`config.mk`:
```
export PLATFORM = sky130hd
export DESIGN_NAME = ram_lector_flat
export DESIGN_NICKNAME = d
export VERILOG_FILES = /design/src/rtl/ram_lector_if.sv /design/src/rtl/ram_lector.sv /design/src/flat_wrapper.sv
export SDC_FILE = /design/constraint.sdc
export NUM_CORES = 1
export LEC_CHECK = 0
export ABC_AREA = 1
export CORE_MARGIN = 3
export CORE_UTILIZATION = 45
export DETAILED_ROUTE_END_ITERATION = 8
export SYNTH_ARGS = -nofsm -noshare
export SYNTH_HDL_FRONTEND = slang
export SYNTH_SLANG_ARGS = --single-unit
```
`constraint.sdc`:
```
create_clock -name clk -period 4.25 [get_ports clk]
set_input_delay 0.6375 -clock clk [delete_from_list [all_inputs] [get_ports clk]]
set_output_delay 0.6375 -clock clk [all_outputs]
set_load 0.05 [all_outputs]
```
`src/rtl/ram_lector_if.sv`:
```
// Bus bundle for ram_lector: ALU write port, read request port and read result.
interface ram_lector_if #(
    parameter int unsigned ANCHO    = 32,
    parameter int unsigned PROF_DIR = 5
);
    logic [ANCHO-1:0]    DatoE;
    logic [PROF_DIR-1:0] DirRam;
    logic                WE;
    logic [PROF_DIR-1:0] DirLec;
    logic                ReqLec;
    logic                ListoS;
    logic [ANCHO-1:0]    DatoS;
    logic                ValidoS;
    logic                Ocupado;

    // Memory side
    modport slave (
        input  DatoE, DirRam, WE, DirLec, ReqLec, ListoS,
        output DatoS, ValidoS, Ocupado
    );

    // Requester side (ALU / writeback path)
    modport master (
        output DatoE, DirRam, WE, DirLec, ReqLec, ListoS,
        input  DatoS, ValidoS, Ocupado
    );
endinterface

```
`src/rtl/ram_lector.sv`:
```
// Data RAM with clocked ALU write port, handshaked single-word read port and
// a post-reset clearing sequencer that blocks reads until memory is zeroed.
module ram_lector #(
    parameter int unsigned ANCHO    = 32,
    parameter int unsigned PROF_DIR = 5
) (
    input  logic          clk,
    input  logic          rst,
    ram_lector_if.slave   bus
);
    localparam int unsigned PROF = 1 << PROF_DIR;
    localparam int unsigned CW   = PROF_DIR + 1;

    typedef enum logic [1:0] {
        LIMPIA   = 2'd0,
        INACTIVO = 2'd1,
        ENTREGA  = 2'd2
    } estado_t;

    estado_t          estado_q, estado_d;
    logic [CW-1:0]    contador_q, contador_d;
    logic [ANCHO-1:0] dato_s_q, dato_s_d;
    logic             valido_q, valido_d;
    logic             ocupado_q, ocupado_d;

    logic [ANCHO-1:0] memoria [PROF];

    logic                esc_c;
    logic [PROF_DIR-1:0] esc_dir_c;
    logic [ANCHO-1:0]    esc_dato_c;
    logic [ANCHO-1:0]    lect_c;

    // Write port mux: clearing sequencer owns the port during LIMPIA; nothing is written under reset
    always_comb begin
        esc_c      = 1'b0;
        esc_dir_c  = bus.DirRam;
        esc_dato_c = bus.DatoE;
        if (!rst) begin
            if (estado_q == LIMPIA) begin
                esc_c      = 1'b1;
                esc_dir_c  = contador_q[PROF_DIR-1:0];
                esc_dato_c = '0;
            end else begin
                esc_c      = bus.WE;
            end
        end
    end

    // Read data with write-first bypass for a same-edge write to the read address
    always_comb begin
        lect_c = memoria[bus.DirLec];
        if (bus.WE && (bus.DirRam == bus.DirLec)) begin
            lect_c = bus.DatoE;
        end
    end

    // Storage array; contents survive reset and are only zeroed by the sequencer
    always_ff @(posedge clk) begin
        if (esc_c) begin
            memoria[esc_dir_c] <= esc_dato_c;
        end
    end

    // Next-state and next-output logic
    always_comb begin
        estado_d   = estado_q;
        contador_d = contador_q;
        dato_s_d   = dato_s_q;
        case (estado_q)
            LIMPIA: begin
                contador_d = contador_q + CW'(1);
                if (contador_q == CW'(PROF - 1)) begin
                    estado_d = INACTIVO;
                end
            end
            INACTIVO: begin
                if (bus.ReqLec) begin
                    dato_s_d = lect_c;
                    estado_d = ENTREGA;
                end
            end
            ENTREGA: begin
                if (bus.ListoS) begin
                    estado_d = INACTIVO;
                end
            end
            default: begin
                estado_d = LIMPIA;
            end
        endcase
        valido_d  = (estado_d == ENTREGA);
        ocupado_d = (estado_d != INACTIVO);
    end

    // State and output registers with synchronous reset
    always_ff @(posedge clk) begin
        if (rst) begin
            estado_q   <= LIMPIA;
            contador_q <= '0;
            dato_s_q   <= '0;
            valido_q   <= 1'b0;
            ocupado_q  <= 1'b1;
        end else begin
            estado_q   <= estado_d;
            contador_q <= contador_d;
            dato_s_q   <= dato_s_d;
            valido_q   <= valido_d;
            ocupado_q  <= ocupado_d;
        end
    end

    assign bus.DatoS   = dato_s_q;
    assign bus.ValidoS = valido_q;
    assign bus.Ocupado = ocupado_q;

endmodule

```
`src/flat_wrapper.sv`:
```
// flat-port wrapper written by rule: the top's interface ports become plain ports
module ram_lector_flat 
#(
    parameter int unsigned ANCHO    = 32,
    parameter int unsigned PROF_DIR = 5
)
  (clk, rst, bus_DatoE, bus_DirRam, bus_WE, bus_DirLec, bus_ReqLec, bus_ListoS, bus_DatoS, bus_ValidoS, bus_Ocupado);
  ram_lector_if #(.ANCHO(ANCHO), .PROF_DIR(PROF_DIR)) bus_i ();
  input  logic clk;
  input  logic rst;
  input wire logic [$bits(bus_i.DatoE)-1:0] bus_DatoE;
  input wire logic [$bits(bus_i.DirRam)-1:0] bus_DirRam;
  input wire logic [$bits(bus_i.WE)-1:0] bus_WE;
  input wire logic [$bits(bus_i.DirLec)-1:0] bus_DirLec;
  input wire logic [$bits(bus_i.ReqLec)-1:0] bus_ReqLec;
  input wire logic [$bits(bus_i.ListoS)-1:0] bus_ListoS;
  output wire logic [$bits(bus_i.DatoS)-1:0] bus_DatoS;
  output wire logic [$bits(bus_i.ValidoS)-1:0] bus_ValidoS;
  output wire logic [$bits(bus_i.Ocupado)-1:0] bus_Ocupado;
  assign bus_i.DatoE = bus_DatoE;
  assign bus_i.DirRam = bus_DirRam;
  assign bus_i.WE = bus_WE;
  assign bus_i.DirLec = bus_DirLec;
  assign bus_i.ReqLec = bus_ReqLec;
  assign bus_i.ListoS = bus_ListoS;
  assign bus_DatoS = bus_i.DatoS;
  assign bus_ValidoS = bus_i.ValidoS;
  assign bus_Ocupado = bus_i.Ocupado;
  ram_lector #(.ANCHO(ANCHO), .PROF_DIR(PROF_DIR)) u_core (.clk(clk), .rst(rst), .bus(bus_i));
endmodule
```
# Word level (Yosys, flattened, before mapping)
# Memories as Yosys holds them, arrays and structs flattened. A register that Yosys moved wholly into a read port is not among the register bits.
# Index checks and enable logic that the tools add are counted.
[word_totals]
regBits = 10
latchBits = 0
ram_bits = 1024
rom_bits = 0
input_bits = 47
output_inout_bits = 34
word_cells = 25
n_memories = 1
[classes]
add_sub_neg = 1
multipliers = 0
div = 0
n_lt_le_gt_ge = 0
eq_ne = 5
n_shift = 0
mux = 12
bitwise_logic = 0
n_reduce_logical = 2
[memory_table]
columns = ["memory", "words", "width", "rd", "rd_ports_with_merged_regs", "write_ports", "line_no", "source"]
rows = [
  ["u_core.memoria", 32, 32, 1, 1, 1, "ram_lector.sv:26", "logic [ANCHO-1:0] memoria [PROF];"],
]
[ops]
columns = ["operator", "n"]
rows = [
  ["$mux 32", 2],
  ["$mux 5", 2],
  ["$add 6x1->6 const B", 1],
  ["$eq 6x5->1 const B", 1],
  ["$mux 2", 3],
  ["$pmux 2 s3", 1],
  ["$eq 2x2->1 const B", 2],
  ["$mux 1", 4],
  ["$eq 2x1->1 const B", 1],
  ["$logic_not 2->1", 1],
  ["$ne 2x1->1 const B", 1],
  ["$reduce_and 2->1", 1],
]

# Longest topological paths before layout
[logic_depth]
word_depth = 5
mapped_depth = 13
ltp_nobuf = 12

# Worst setup path after synthesis
# No wires, ideal clock.
[synth_path]
path_kind = "input -> register"
startpoint = "in rst"
endpoint = "mem u_core.memoria[11][0], enable pin"
setup_ps = 421
t_arrival_ps = 2713
t_required_ps = 3829
setup_slack_ps = 1116
cell_stages = 8
n_path_buf = 1
path_cell_list = "inv_2 nand2_1 buf_6 nand2_1 nand2_1 inv_1 nand3_1 nor2_1"
[synth_between]
elab_chain_cells = 3
word_cells_on_any_way = 4
classes_between = "mux (4)"
[synth_rtl]
columns = ["element", "line_no", "source"]
rows = [
  ["from (decl)", "flat_wrapper.sv:10", "input logic rst;"],
  ["$mux 1", "ram_lector.sv:38", "if (!rst) begin"],
  ["$mux 1", "ram_lector.sv:59", "if (esc_c) begin"],
  ["$mux 1 (not written as such)", "ram_lector.sv:60", "memoria[esc_dir_c] <= esc_dato_c;"],
  ["to (decl)", "ram_lector.sv:26", ""],
]
# Several ways; a longest one is shown, not always the timed one.

==> impl_metrics.toml <==
[outcome]
run_status = "finished, final reports clean"

[clock_network]
clk_path_buf_depth = 3
cts_setup_buffers = 0
clk_latency_ns = 0.68
cts_sinks = 1066
cts_buffers = 108
ctsHoldBuffers = 0
cts_htree_levels = 3
clk_pin_slew_ns = 0.06
cts_resized = 0
cts_tree = "done"
root_buffer = "clkbuf_16"

[floorplan]
boundaryPins = 81
fp.dieArea_um2 = 102000
start_util = 0.456
die_h_um = 320
coreArea_um2 = 97100
num_rows = 114
die_x_um = 320

[critical_path]
critPathKind = "input pin to flop"
crit_path_end = "u_core.bus.DatoS[28]"
critPathLaunch = "rst"
required_ns = 4.82
rrSetupSlack_ns = 1.18
crit_fanout = 35
arrival_ns = 3.71
timing.rr.end = "u_core.bus.DatoS[28]"
crit_path_start_kind = "input pin"
r2r-start = "u_core.estado_q[0]"
reg2reg_depth = 12
crit_path_end_kind = "flop"

[grt]
grt_use_total = 0.253
grt_pass1_wl_um = 193000
overflow = 0
antenna_found_initial = 0
grt_max_degree = 184
grt_pass1_vias = 29300

[timing]
hold_viol = 0
report.final.slew_viol_count = 0
slew_headroom = 0.200
finalClockSkew_ns = 0.0202
rsz0062_at_grt = "no"
fmax_mhz = 318
worst_pin_slew_ns = 1.20
tns_ns = 0
setup_violations = 0
holdWs_ns = 0.549
timing.final.crit_share = 0.740
fin_crit_ns = 3.15

[final_layout]
fillers = 8478
syn_to_final_growth_pct = 15.0
register_area_um2 = 31600
finalNetCount = 4236
final_area_um2 = 51000
layout_common_cells = "1487 x nand2_1, 1024 x edfxtp_1, 749 x nand3_1"
n_antenna_cell = 0
drive_gt1_frac = 0.0907
multi_input_area_um2 = 11200
layout_commonest_cell = "nand2_1"

[synth]
synthCells = 4090
post_synth_num_cell_types = 27
synth_area_um2 = 44300
syn_nets = 4138
ys_seq_area_frac = 0.713
avgSynthCellArea_um2 = 10.8
yosysWarnings = 0
ys_ff_latch = 1066

[route]
wire_per_inst_um = 23.5
wl_um = 130000
drtIter0Drc = 3565
drc_errors = 0
first_pass_iters = 6
ant_nets = 0
vias_per_cell = 5.53
vias = 30700

[worst_hold_path]
min_path_type = "flop to flop"

[power]
seqPwrFrac = 0.515
p_int_mw = 17.5
power-per-cell-area_nw_per_um2 = 444
clock_power_share = 0.414
p_leak_nw = 19.5
power_switching_mw = 5.18
peakVddDrop_uv = 278
comb_power_share = 0.070
switching_share = 0.229

[flow_run]
maxCapViolCount = 0

[place]
postPlaceCellArea_um2 = 47500
place_congestion = 0.836
portBuffers = 80
dp_hpwl_um = 73200
## area by class of cell
| type | count | area share |
|---|---|---|
| clock buffers | 135 | 0.0567 |
| clock inverters | 67 | 0.0117 |
| inverters | 210 | 0.0159 |
| multi-input cells | 2568 | 0.219 |
| flip-flops and latches | 1066 | 0.620 |
| well taps | 1276 | 0.0313 |
| repair buffers | 234 | 0.0454 |
## routing by layer
metal / wire (um) / track usage / up-vias
met4: 5100 / 0.0954 / 0
met2: 59300 / 0.394 / 1357
met1: 55100 / 0.361 / 15000
met3: 10900 / 0.0414 / 257
met5: 0 / 0 / -
li1: - / - / 14100
## power by group through the flow
stage / Clock, mW / Sequential (mW) / Combinational (mW)
floorplan: 0 / 11.9 / 0.913
global placement: 0 / 11.9 / 1.58
detailed placement: 0 / 11.9 / 1.59
CTS: 9.51 / 11.7 / 1.59
global route: 9.96 / 11.7 / 1.74
finish: 9.38 / 11.7 / 1.59
## state kept, by name (all words and copies together) (netlist names)
register and count:
u_core.bus.DatoS 32, u_core.bus.Ocupado 1, u_core.contador_q 6, u_core.bus.ValidoS 1, u_core.estado_q 2, u_core.memoria 1024
## cells by family after synthesis
| group | count (synthesis) | share of synthesized area |
|---|---|---|
| and+or+nand+nor | 2498 | 0.236 |
| DFF | 1066 | 0.713 |
| buffers and inverters | 456 | 0.0420 |
| AOI/OAI and AO/OA | 69 | 0.00847 |
| adders and majority gates | 1 | 0.000282 |
## cells in the mapped netlist, drive strengths merged
cell type  instances  area [um2]
a21oi              6        30.0
o211ai            10        75.1
nand2           1489        5590
o21ai             51         255
nor2             222         866
o221ai             1        8.76
nand3b             1        7.51
clkinv             1        3.75
nand4             32         200
dfxtp             42         841
ha                 1        12.5
nor3b              1        7.51
inv              209         785
nand3            750        3770
edfxtp          1024       30700
buf              126         623
clkbuf           120         450
nor3               3        15.0
a31oi              1        6.26
## worst min path at each step
stage	end	depth (start not counted)	slack, ns	startpoint
6_report	u_core.bus.DatoS[29]	2	0.55	u_core.bus.DatoS[29]
5_1_grt	u_core.bus.DatoS[29]	2	0.55	u_core.bus.DatoS[29]
4_1_cts	u_core.bus.DatoS[29]	2	0.53	u_core.bus.DatoS[29]
3_5_place_dp	u_core.bus.DatoS[29]	2	0.51	u_core.bus.DatoS[29]
3_3_place_gp	u_core.bus.DatoS[29]	2	0.54	u_core.bus.DatoS[29]
2_1_floorplan	u_core.contador_q[1]	2	0.47	u_core.contador_q[1]
## worst max-delay path, cell delays in order
cell             delay, ns
clkdlybuf4s50_1       0.52
inv_2                 0.27
buf_4                 0.46
nand3_1               0.14
nand3_1               0.10
nand2_1               0.09
nor2_4                0.40
nand3_4               0.41
inv_2                 0.42
nor2_1                0.09
nor2_1                0.09
nor2_1                0.05
## metrics by stage
stage | total power [mW] | worst slack (ns) | std cells | util
final | 22.6 | 1.10 | 5556 | 0.525
after global routing | 23.4 | 0.951 | 5556 | 0.525
after CTS | 22.8 | 1.16 | 5556 | 0.525
after detailed placement | 13.5 | 0.461 | 5354 | 0.489
after global placement | 13.5 | 0.456 | 5354 | 0.489
after floorplan | 12.8 | 1.12 | 4090 | -
(Power assumes the default switching activity.)
